$ cat src/rtl/writeback_unit.sv
// Writeback stage: merges ALU results with buffered LSU results into the
// register file write port and tracks registers awaiting LSU results.
module writeback_unit #(
  parameter int XLEN       = 32,
  parameter int FIFO_DEPTH = 4
) (
  input  logic                          clk,
  input  logic                          rst,
  input  logic                          alu_valid,
  input  logic [4:0]                    alu_rd,
  input  logic [XLEN-1:0]               alu_result,
  input  logic                          lsu_valid,
  output logic                          lsu_ready,
  input  logic [4:0]                    lsu_rd,
  input  logic [XLEN-1:0]               lsu_result,
  input  logic                          issue_set,
  input  logic [4:0]                    issue_rd,
  input  logic [4:0]                    chk_rs1,
  input  logic [4:0]                    chk_rs2,
  output logic                          busy_rs1,
  output logic                          busy_rs2,
  output logic [4:0]                    rd,
  output logic [XLEN-1:0]               result,
  output logic                          reg_write,
  output logic [$clog2(FIFO_DEPTH):0]   fifo_count
);

  localparam int AW = $clog2(FIFO_DEPTH);
  localparam int CW = AW + 1;
  localparam logic [CW-1:0] FULL = CW'(FIFO_DEPTH);

  logic [4:0]      fifo_rd_q   [FIFO_DEPTH];
  logic [XLEN-1:0] fifo_data_q [FIFO_DEPTH];

  logic [AW-1:0]   wptr_q, wptr_d;
  logic [AW-1:0]   rptr_q, rptr_d;
  logic [CW-1:0]   count_q, count_d;
  logic [31:0]     pending_q, pending_d;
  logic [4:0]      rd_q, rd_d;
  logic [XLEN-1:0] result_q, result_d;
  logic            we_q, we_d;

  logic            push;
  logic            pop;
  logic [4:0]      head_rd;
  logic [XLEN-1:0] head_data;

  assign lsu_ready = !rst && (count_q < FULL);
  assign push      = lsu_valid && lsu_ready;
  assign pop       = !rst && !alu_valid && (count_q != '0);
  assign head_rd   = fifo_rd_q[rptr_q];
  assign head_data = fifo_data_q[rptr_q];

  always_comb begin
    wptr_d  = wptr_q;
    rptr_d  = rptr_q;
    count_d = count_q;
    if (push) wptr_d = wptr_q + AW'(1);
    if (pop)  rptr_d = rptr_q + AW'(1);
    unique case ({push, pop})
      2'b10:   count_d = count_q + CW'(1);
      2'b01:   count_d = count_q - CW'(1);
      default: count_d = count_q;
    endcase
  end

  // ALU has fixed priority; the FIFO drains only on ALU-idle cycles
  always_comb begin
    rd_d     = rd_q;
    result_d = result_q;
    we_d     = 1'b0;
    if (alu_valid) begin
      rd_d     = alu_rd;
      result_d = alu_result;
      we_d     = (alu_rd != 5'd0);
    end else if (pop) begin
      rd_d     = head_rd;
      result_d = head_data;
      we_d     = (head_rd != 5'd0);
    end
  end

  // clear before set so a same-cycle issue to the popped rd stays pending
  always_comb begin
    pending_d = pending_q;
    if (pop)
      pending_d[head_rd] = 1'b0;
    if (issue_set && (issue_rd != 5'd0))
      pending_d[issue_rd] = 1'b1;
    pending_d[0] = 1'b0;
  end

  always_ff @(posedge clk) begin
    if (rst) begin
      wptr_q    <= '0;
      rptr_q    <= '0;
      count_q   <= '0;
      pending_q <= '0;
      rd_q      <= '0;
      result_q  <= '0;
      we_q      <= 1'b0;
    end else begin
      wptr_q    <= wptr_d;
      rptr_q    <= rptr_d;
      count_q   <= count_d;
      pending_q <= pending_d;
      rd_q      <= rd_d;
      result_q  <= result_d;
      we_q      <= we_d;
    end
  end

  always_ff @(posedge clk) begin
    if (push) begin
      fifo_rd_q[wptr_q]   <= lsu_rd;
      fifo_data_q[wptr_q] <= lsu_result;
    end
  end

  assign busy_rs1   = pending_q[chk_rs1];
  assign busy_rs2   = pending_q[chk_rs2];
  assign rd         = rd_q;
  assign result     = result_q;
  assign reg_write  = we_q;
  assign fifo_count = count_q;

endmodule

$ cat config.mk
export PLATFORM = sky130hd
export DESIGN_NAME = writeback_unit
export DESIGN_NICKNAME = d
export VERILOG_FILES = /design/src/rtl/writeback_unit.sv
export SDC_FILE = /design/constraint.sdc
export NUM_CORES = 1
export LEC_CHECK = 0
export CAP_MARGIN = 20
export CORE_MARGIN = 5
export CORE_UTILIZATION = 54
export CTS_BUF_LIST = sky130_fd_sc_hd__clkbuf_16
export CTS_CLUSTER_SIZE = 20
export DETAILED_ROUTE_END_ITERATION = 12
export PLACE_DENSITY = 0.8
export SYNTH_ARGS = -nofsm -noshare
export SYNTH_HDL_FRONTEND = slang
export SYNTH_SLANG_ARGS = --single-unit
$ cat constraint.sdc
create_clock -name clk -period 3.38 [get_ports clk]
set_clock_uncertainty 0.15 [all_clocks]
set_input_delay 0.676 -clock clk [delete_from_list [all_inputs] [get_ports clk]]
set_output_delay 0.676 -clock clk [all_outputs]
set_load 0.02 [all_outputs]
==> flow_metrics.tcl, run 1 <==
set metrics [dict create \
    synth_area_leaders "edfxtp_1, dfxtp_1, mux4_2, a21oi_1, a221oi_1" \
    dieHeight_um 141 \
    routed_wirelength_um 23400 \
    hold_end "pending_q[4]" \
    synth_top_area_cell "edfxtp_1" \
    clock_latency_ns 0.50 \
    min_period_ns 3.22 \
    start_util_pct 55.3 \
    cts_made_buffers 23 \
    post_drt_wl_per_cell_um 22.3 \
    track_usage_pct 23.7 \
    synthCells 670 \
    min_from "pending_q[4]" \
    nFillCells 1110 \
    antenna_found_initial 0 \
    cts_hold_buf 0 \
    required_ns 2.55 \
    drv_cap 0 \
    fmax_mhz 310 \
    synth_enable_flop_cells 148 \
    clk_path_buf_depth 3 \
    cp_cell_sequence "clkdlybuf4s50_1, mux4_2, nand2b_1, o211ai_1, nand4_1, dlygate4sd2_1" \
    slowest_delay_ns 0.52 \
    cp-end-kind "primary output" \
    hp-class "reg -> reg" \
    overflow 0 \
    cts-root-buf "clkbuf_16" \
    dpl.hpwl_um 15700 \
    status "completed" \
    synth.avg_cell_area_um2 13.8 \
    finalNetCount 916 \
    drc_errors 0 \
    fin_util_pct 69.5 \
    synthArstFlopShare_pct 0 \
    rsz0062_at_grt "false" \
    hold_violations 0 \
    io_buffers 137 \
    ys_ff_latch 226 \
    routabilityCongestion 0.992 \
    p_leak_nw 3.99 \
    worst-path-buf-inv 2 \
    ios 138 \
    maxSlewViolCount 0 \
    grt_max_degree 51 \
    drive_gt1_share_pct 14.2 \
    p_total_mw 6.05 \
    mappedNetlistArea_um2 9230 \
    ys.flop_type "edfxtp_1" \
    cts_tree "done" \
    antenna_left 0 \
    synth_cell_type_count 41 \
    cpMaxStageDelayCell "clkdlybuf4s50_1" \
    setup_violations 0 \
    reg2reg_slack_ns 0.79 \
    numClockSinks 226 \
    first_iter_violations 636 \
    r2r_end "pending_q[14]" \
    peakVddDrop_uv 382 \
    die-area_um2 19800 \
    whs_path_depth 2 \
    synth_most_common_cell "edfxtp_1" \
    die_x_um 141 \
    cp-start-kind "input port" \
    post-route-period-util_pct 95.4 \
    yosysTopAreaCellShare_pct 48.1 \
    num_vias 6384 \
    crit_type "in -> out" \
    worstRegToRegCells 4 \
    holdWs_ns 0.359 \
    final_area_um2 11600 \
    antennaDiodeCount 0 \
    placedInstanceArea_um2 10900 \
    seq_area_frac_synth_pct 65.0 \
    syn_to_final_growth_pct 25.7 \
    firstDrtPassIters 5 \
    path_clk_slew_ns 0.06 \
    h-tree-depth 1 \
    critPathTopFamily "buffers and inverters" \
    worst_slew_pin_slew_ns 0.688 \
    grt_pass1_wl_um 36600 \
    finalSetupTns_ns 0 \
    core-area_um2 16700 \
    ys_warn_count 0 \
    fp-row-count 47 \
    via_per_inst 6.07 \
    synth_common_cells "edfxtp_1, dfxtp_1, nand2_1" \
    grt_pass1_vias 6629 \
    slew_headroom_pct 54.1 \
    synth_fp_nets 770 \
    power_density_nw_per_um2 521 \
    crit_fanout 2 \
    arrival_ns 2.40 \
]
[sequential cells by signal, summed over array words and instances (netlist names), named ones only]
signal and flops:
pending_q 31, fifo_data_q 128, fifo_rd_q 20, reg_write 1, wptr_q 2, result 32, rptr_q 2, rd 5
fifo_count 3
[power by group]
part | internal, mW | switching, mW | leakage [nW]
registers | 3.04 | 0.0555 | 1.98
logic | 0.330 | 0.354 | 1.64
clock network | 1.28 | 0.986 | 0.365
[routing by layer]
layer	GRT usage, %	share of wire, %	vias up
li1	-	-	2838
met3	5.59	8.8	77
met2	40.7	51	348
met5	0	0	-
met4	8.92	3.6	0
met1	29.3	37	3121
[tightest hold or removal path, delay by kind of cell, from the launching register on]
kind,cells,cell delay (ns)
flops,1,0.33
compound gates,2,0.13
[stage by stage]
stage          cells  worst slack [ns]
2_1_floorplan    670             0.335
3_3_place_gp    1010            -0.296
3_5_place_dp    1010            -0.361
4_1_cts         1051            0.0137
5_1_grt         1052            0.0533
6_report        1052             0.155
[layout make-up]
cell class / instances / area, um^2 / share of cell area (%)
tap: 220 / 275 / 2.37
sequential: 226 / 6010 / 51.8
timing repair buffer: 163 / 1590 / 13.7
clock inverter: 17 / 73.8 / 0.636
inverter: 43 / 161 / 1.39
multi-input combinational: 359 / 2900 / 25.0
clock buffer: 24 / 601 / 5.17
[layout by cell type, fill, tap and decap left out, types with 3 or more instances in the layout]
cell type          n
edfxtp_1         148
clkdlybuf4s50_1  129
nand2_1           77
dfxtp_1           76
a21oi_1           72
inv_1             51
mux4_2            49
a221oi_1          35
clkbuf_16         24
buf_4             21
nor2_1            19
o21ai_0           19
o21ai_1           16
mux2i_1           10
nand3b_1           6
ha_1               5
and3_2             4
nand2b_1           4
clkinv_1           4
clkinv_2           4
or3_1              3
and2_1             3
nand4_1            3
nor3_1             3
or3b_2             3
xor2_1             3
buf_2              3
dlygate4sd2_1      3
[worst max path at each step]
stage                    start  cells after the start  slack, ns  endpoint
global placement    chk_rs1[2]                      7      -0.30  busy_rs1
detailed placement  chk_rs1[2]                      7      -0.36  busy_rs1
CTS                 chk_rs1[1]                      7       0.01  busy_rs1
finish              chk_rs2[0]                      6       0.16  busy_rs2
floorplan           chk_rs2[2]                      5       0.34  busy_rs2
global route        chk_rs1[2]                      6       0.05  busy_rs1
[repair_timing]
action                                  CTS  global route
endpoints found under the setup margin    2             2
setup buffers                             0             0
gates resized for setup                   7             3
hold endpoints to repair                  0             0
pin swaps                                 0             0
gates cloned                              0             1
[kinds of logic after synthesis]
| family | share of synthesized area [%] |
|---|---|
| DFF | 65.0 |
| AOI/OAI and AO/OA | 9.87 |
| and+or+nand+nor | 6.94 |
| buffers and inverters | 3.62 |
| muxes | 13.2 |
| adders and majority gates | 0.894 |
| xor gates and xnor gates | 0.474 |
No activity file was read; power rests on OpenSTA's default activity.
==> inputs of run 2 (changes only) <==
--- a/config.mk
+++ b/config.mk
@@ -15,3 +15,4 @@
 export SYNTH_ARGS = -nofsm -noshare
 export SYNTH_HDL_FRONTEND = slang
 export SYNTH_SLANG_ARGS = --single-unit
+export TNS_END_PERCENT = 50
==> flow_metrics.tcl, run 2 (synthesis results as in run 1) <==
set metrics [dict create \
    status "completed" \
    core-area_um2 16700 \
    cp-endpoint "busy_rs2" \
    grt_max_degree 51 \
    p_total_mw 6.05 \
    r2r_end "pending_q[25]" \
    regMostFlops "fifo_data_q" \
    num_vias 6361 \
    layout_commonest_cell "edfxtp_1" \
    die-area_um2 19800 \
    drive_gt1_share_pct 14.1 \
    fmax_mhz 310 \
    post_drt_wl_per_cell_um 22.3 \
    first_iter_violations 661 \
    h-tree-depth 1 \
    met1_length_um 8710 \
    drc_errors 0 \
    firstDrtPassIters 5 \
    cts_tree "done" \
    clk_path_buf_depth 3 \
    track_usage_pct 23.7 \
    post-route-period-util_pct 95.4 \
    crit_type "in -> out" \
    p_leak_nw 3.98 \
    syn_to_final_growth_pct 25.7 \
    antenna_left 0 \
    routabilityCongestion 0.992 \
    antenna_found_initial 0 \
    hold_violations 0 \
    required_ns 2.55 \
    power_density_nw_per_um2 521 \
    clock_latency_ns 0.50 \
    crit_path_start "chk_rs2[0]" \
    cts_hold_buf 0 \
    start_util_pct 55.3 \
    arrival_ns 2.40 \
    die_x_um 141 \
    post_cts_buffers 0 \
    wl_met3_um 2010 \
    io_buffers 137 \
    antennaDiodeCount 0 \
    cp-end-kind "primary output" \
    grt_pass1_wl_um 36600 \
    min_period_ns 3.23 \
    setup_violations 0 \
    layout_common_cells "edfxtp_1, clkdlybuf4s50_1, nand2_1" \
    crit_fanout 2 \
    largest_reg_flops 128 \
    cp-start-kind "input port" \
    maxSlewViolCount 0 \
    placedInstanceArea_um2 10900 \
    final_area_um2 11600 \
    dpl.hpwl_um 15700 \
    peakVddDrop_uv 382 \
    overflow 0 \
    via_per_inst 6.05 \
    numClockSinks 226 \
    worstRegToRegCells 4 \
    drv_cap 0 \
    reg2reg_slack_ns 0.80 \
    dr_wl_met2_um 11900 \
    finalNetCount 915 \
    rsz0062_at_grt "false" \
    top_layer "met4" \
    routed_wirelength_um 23400 \
    ios 138 \
    fp-row-count 47 \
    hp-class "reg -> reg" \
    slew_headroom_pct 53.1 \
    holdWs_ns 0.357 \
    cts-root-buf "clkbuf_16" \
    cts_made_buffers 23 \
    worst_slew_pin_slew_ns 0.702 \
    dieHeight_um 141 \
    grt_pass1_vias 6629 \
    path_clk_slew_ns 0.06 \
]
[run 2: changes by cell type in the layout (fill, tap and decap cells not counted)]
cell and change:
buf_2 -1
[run 2: where the power goes]
group | total (mW) | switching, mW | internal (mW)
clock | 2.26 | 0.985 | 1.28
combinational | 0.684 | 0.354 | 0.330
sequential | 3.10 | 0.0555 | 3.04
total | 6.05 | 1.39 | 4.65
[run 2: per-layer routing]
layer,track usage [%],vias up
met1,29.3,3114
met3,5.59,77
met4,8.92,0
met2,40.7,332
met5,0,-
li1,-,2838
[run 2: worst max-delay path, stage by stage]
cell             delay (ns)
clkdlybuf4s50_1        0.52
mux4_2                 0.50
nand2b_1               0.17
o211ai_1               0.09
nand4_1                0.11
dlygate4sd2_1          0.33
[run 2: final cells by class]
| class | count | area, um^2 |
|---|---|---|
| fill | 1111 | 5100 |
| multi-input combinational | 359 | 2900 |
| tap | 220 | 275 |
| inverter | 43 | 161 |
| timing repair buffer | 162 | 1580 |
| sequential | 226 | 6010 |
| clock buffer | 24 | 601 |
| clock inverter | 17 | 73.8 |
[run 2: timing repair]
action,in CTS,in global routing
pin swaps,0,0
cloned,0,0
endpoints found under the setup margin,2,2
resized for setup,7,3
endpoints found under the hold margin,0,0
[run 2: worst min-delay path by stage]
stage / cells after the start / endpoint / slack, ns / startpoint
after CTS: 2 / pending_q[4] / 0.35 / pending_q[4]
after global routing: 2 / pending_q[4] / 0.37 / pending_q[4]
after detailed placement: 2 / pending_q[4] / 0.34 / pending_q[4]
final: 2 / pending_q[4] / 0.36 / pending_q[4]
after floorplan: 2 / pending_q[12] / 0.31 / pending_q[12]
after global placement: 2 / rd[1] / 0.33 / rd[1]
[run 2: metrics by stage]
| stage | setup TNS (ns) | util [%] | setup slack (ns) | std cells |
|---|---|---|---|---|
| 5_1_grt | 0 | 69.5 | 0.0533 | 1051 |
| 3_5_place_dp | -0.649 | 65.4 | -0.361 | 1010 |
| 3_3_place_gp | -0.517 | 65.4 | -0.296 | 1010 |
| 2_1_floorplan | 0 | - | 0.335 | 670 |
| 6_report | 0 | 69.5 | 0.155 | 1051 |
| 4_1_cts | 0 | 69.4 | 0.0137 | 1051 |
==> inputs of run 3 (changes only) <==
--- a/config.mk
+++ b/config.mk
@@ -11,6 +11,7 @@
 export CTS_BUF_LIST = sky130_fd_sc_hd__clkbuf_16
 export CTS_CLUSTER_SIZE = 20
 export DETAILED_ROUTE_END_ITERATION = 12
+export GPL_ROUTABILITY_DRIVEN = 0
 export PLACE_DENSITY = 0.8
 export SYNTH_ARGS = -nofsm -noshare
 export SYNTH_HDL_FRONTEND = slang
==> flow_metrics.tcl, run 3 (synthesis results as in run 1) <==
set metrics [dict create \
    status "completed" \
    die_x_um 141 \
    p_sw_mw 1.43 \
    cp-start-kind "input port" \
    via_per_inst 6.02 \
    numClockSinks 226 \
    slowest_delay_ns 0.55 \
    die-area_um2 19800 \
    cts_made_buffers 22 \
    firstDrtPassIters 5 \
    overflow 0 \
    cp_cell_sequence "dlygate4sd2_1, mux4_2, and4b_1, a41oi_1, nand4_1, dlygate4sd2_1" \
    worst_slew_pin_slew_ns 0.692 \
    register_area_um2 6010 \
    crit_type "in -> out" \
    p_leak_nw 3.96 \
    arrival_ns 2.44 \
    cts_hold_buf 0 \
    seq_power_share_pct 49.4 \
    start_util_pct 55.3 \
    largest_reg_flops 128 \
    pre_cts_slack_ns -0.399 \
    grt_pass1_vias 6776 \
    track_usage_pct 23.5 \
    fp-row-count 47 \
    drv_cap 0 \
    nFillCells 1102 \
    syn_to_final_growth_pct 26.3 \
    rsz0062_at_grt "false" \
    holdWs_ns 0.335 \
    cts_tree "done" \
    pwr-share-comb_pct 10.9 \
    post-route-period-util_pct 96.7 \
    peakVddDrop_uv 476 \
    final.setup.worst_slack_ns 0.110 \
    io_buffers 137 \
    cts-root-buf "clkbuf_16" \
    layout_common_cells "edfxtp_1, clkdlybuf4s50_1, nand2_1" \
    drive_gt1_share_pct 14.8 \
    p_clk_share_pct 39.7 \
    maxSlewViolCount 0 \
    core-area_um2 16700 \
    regMostFlops "fifo_data_q" \
    num_vias 6329 \
    fmax_mhz 306 \
    clock_latency_ns 0.50 \
    critPathTopFamily "buffers and inverters" \
    slew_headroom_pct 53.8 \
    power_density_nw_per_um2 538 \
    hold_violations 0 \
    post_drt_wl_per_cell_um 22.2 \
    hp-class "reg -> reg" \
    routed_wirelength_um 23400 \
    multiInputGateArea_um2 2900 \
    grt_max_degree 45 \
    p_sw_share_pct 22.8 \
    cpMaxStageDelayCell "mux4_2" \
    antenna_found_initial 3 \
    dpl.hpwl_um 15800 \
    required_ns 2.55 \
    worst-path-buf-inv 2 \
    ios 138 \
    antenna_left 0 \
    setup_violations 0 \
    fin_util_pct 69.8 \
    first_iter_violations 638 \
    path_clk_slew_ns 0.06 \
    clk_path_buf_depth 3 \
    grt_pass1_wl_um 36700 \
    drc_errors 0 \
    layout_commonest_cell "edfxtp_1" \
    dieHeight_um 141 \
    h-tree-depth 1 \
    cp-end-kind "primary output" \
    cp_common_cell "dlygate4sd2_1" \
    finalNetCount 914 \
    crit_fanout 5 \
    power.internal_mw 4.84 \
    min_period_ns 3.27 \
]
## run 3: path summary, 6_finish.rpt
kind	start	end	slack (ns)	cells past startpoint
max	chk_rs2[2]	busy_rs2	0.11	6
min	rd[1]	rd[1]	0.34	2
max reg2reg	flip-flop	pending_q[26]	0.76	4
min reg2reg	rd[1]	rd[1]	0.34	2
## run 3: final cells by class
class                           count  area share, %
Tap cell                          220           2.36
Antenna cell                        2         0.0429
Inverter                           43           1.38
Clock inverter                     17           1.43
Clock buffer                       23           4.94
Timing Repair Buffer              162           13.4
Sequential cell                   226           51.5
Multi-Input combinational cell    359           24.9
## run 3: power groups by stage
stage | registers, mW | clock network, mW | logic, mW
after floorplan | 3.19 | 0 | 0.316
final | 3.10 | 2.49 | 0.682
after detailed placement | 3.16 | 0 | 0.675
after global routing | 3.11 | 2.65 | 0.734
after CTS | 3.10 | 2.52 | 0.683
after global placement | 3.15 | 0 | 0.651
## run 3: what timing repair did
item | in CTS | in global routing
gates cloned | 0 | 0
endpoints found under the setup margin | 2 | 1
resized for setup | 7 | 1
setup buffers | 0 | 0
## run 3: metal layers
| metal | vias to the layer above | GRT usage, % | share of wire [%] |
|---|---|---|---|
| li1 | 2839 | - | - |
| met1 | 3070 | 28.7 | 37 |
| met2 | 330 | 41.4 | 51 |
| met3 | 88 | 5.15 | 8.0 |
| met4 | 2 | 8.16 | 3.5 |
| met5 | - | 0 | 0.030 |
## run 3: per-stage QoR
stage               cell area [um^2]  setup TNS [ns]  total power [mW]  instances
floorplan                       9230               0              3.50        670
global placement               10900          -0.610              3.80       1010
detailed placement             10900          -0.751              3.83       1010
CTS                            11700               0              6.30       1050
global route                   11700               0              6.49       1052
finish                         11700               0              6.27       1052
## run 3: worst min-delay path, stage by stage (launching register included)
cell,delay (ns)
dfxtp_1,0.31
nand2_1,0.05
a31oi_1,0.07
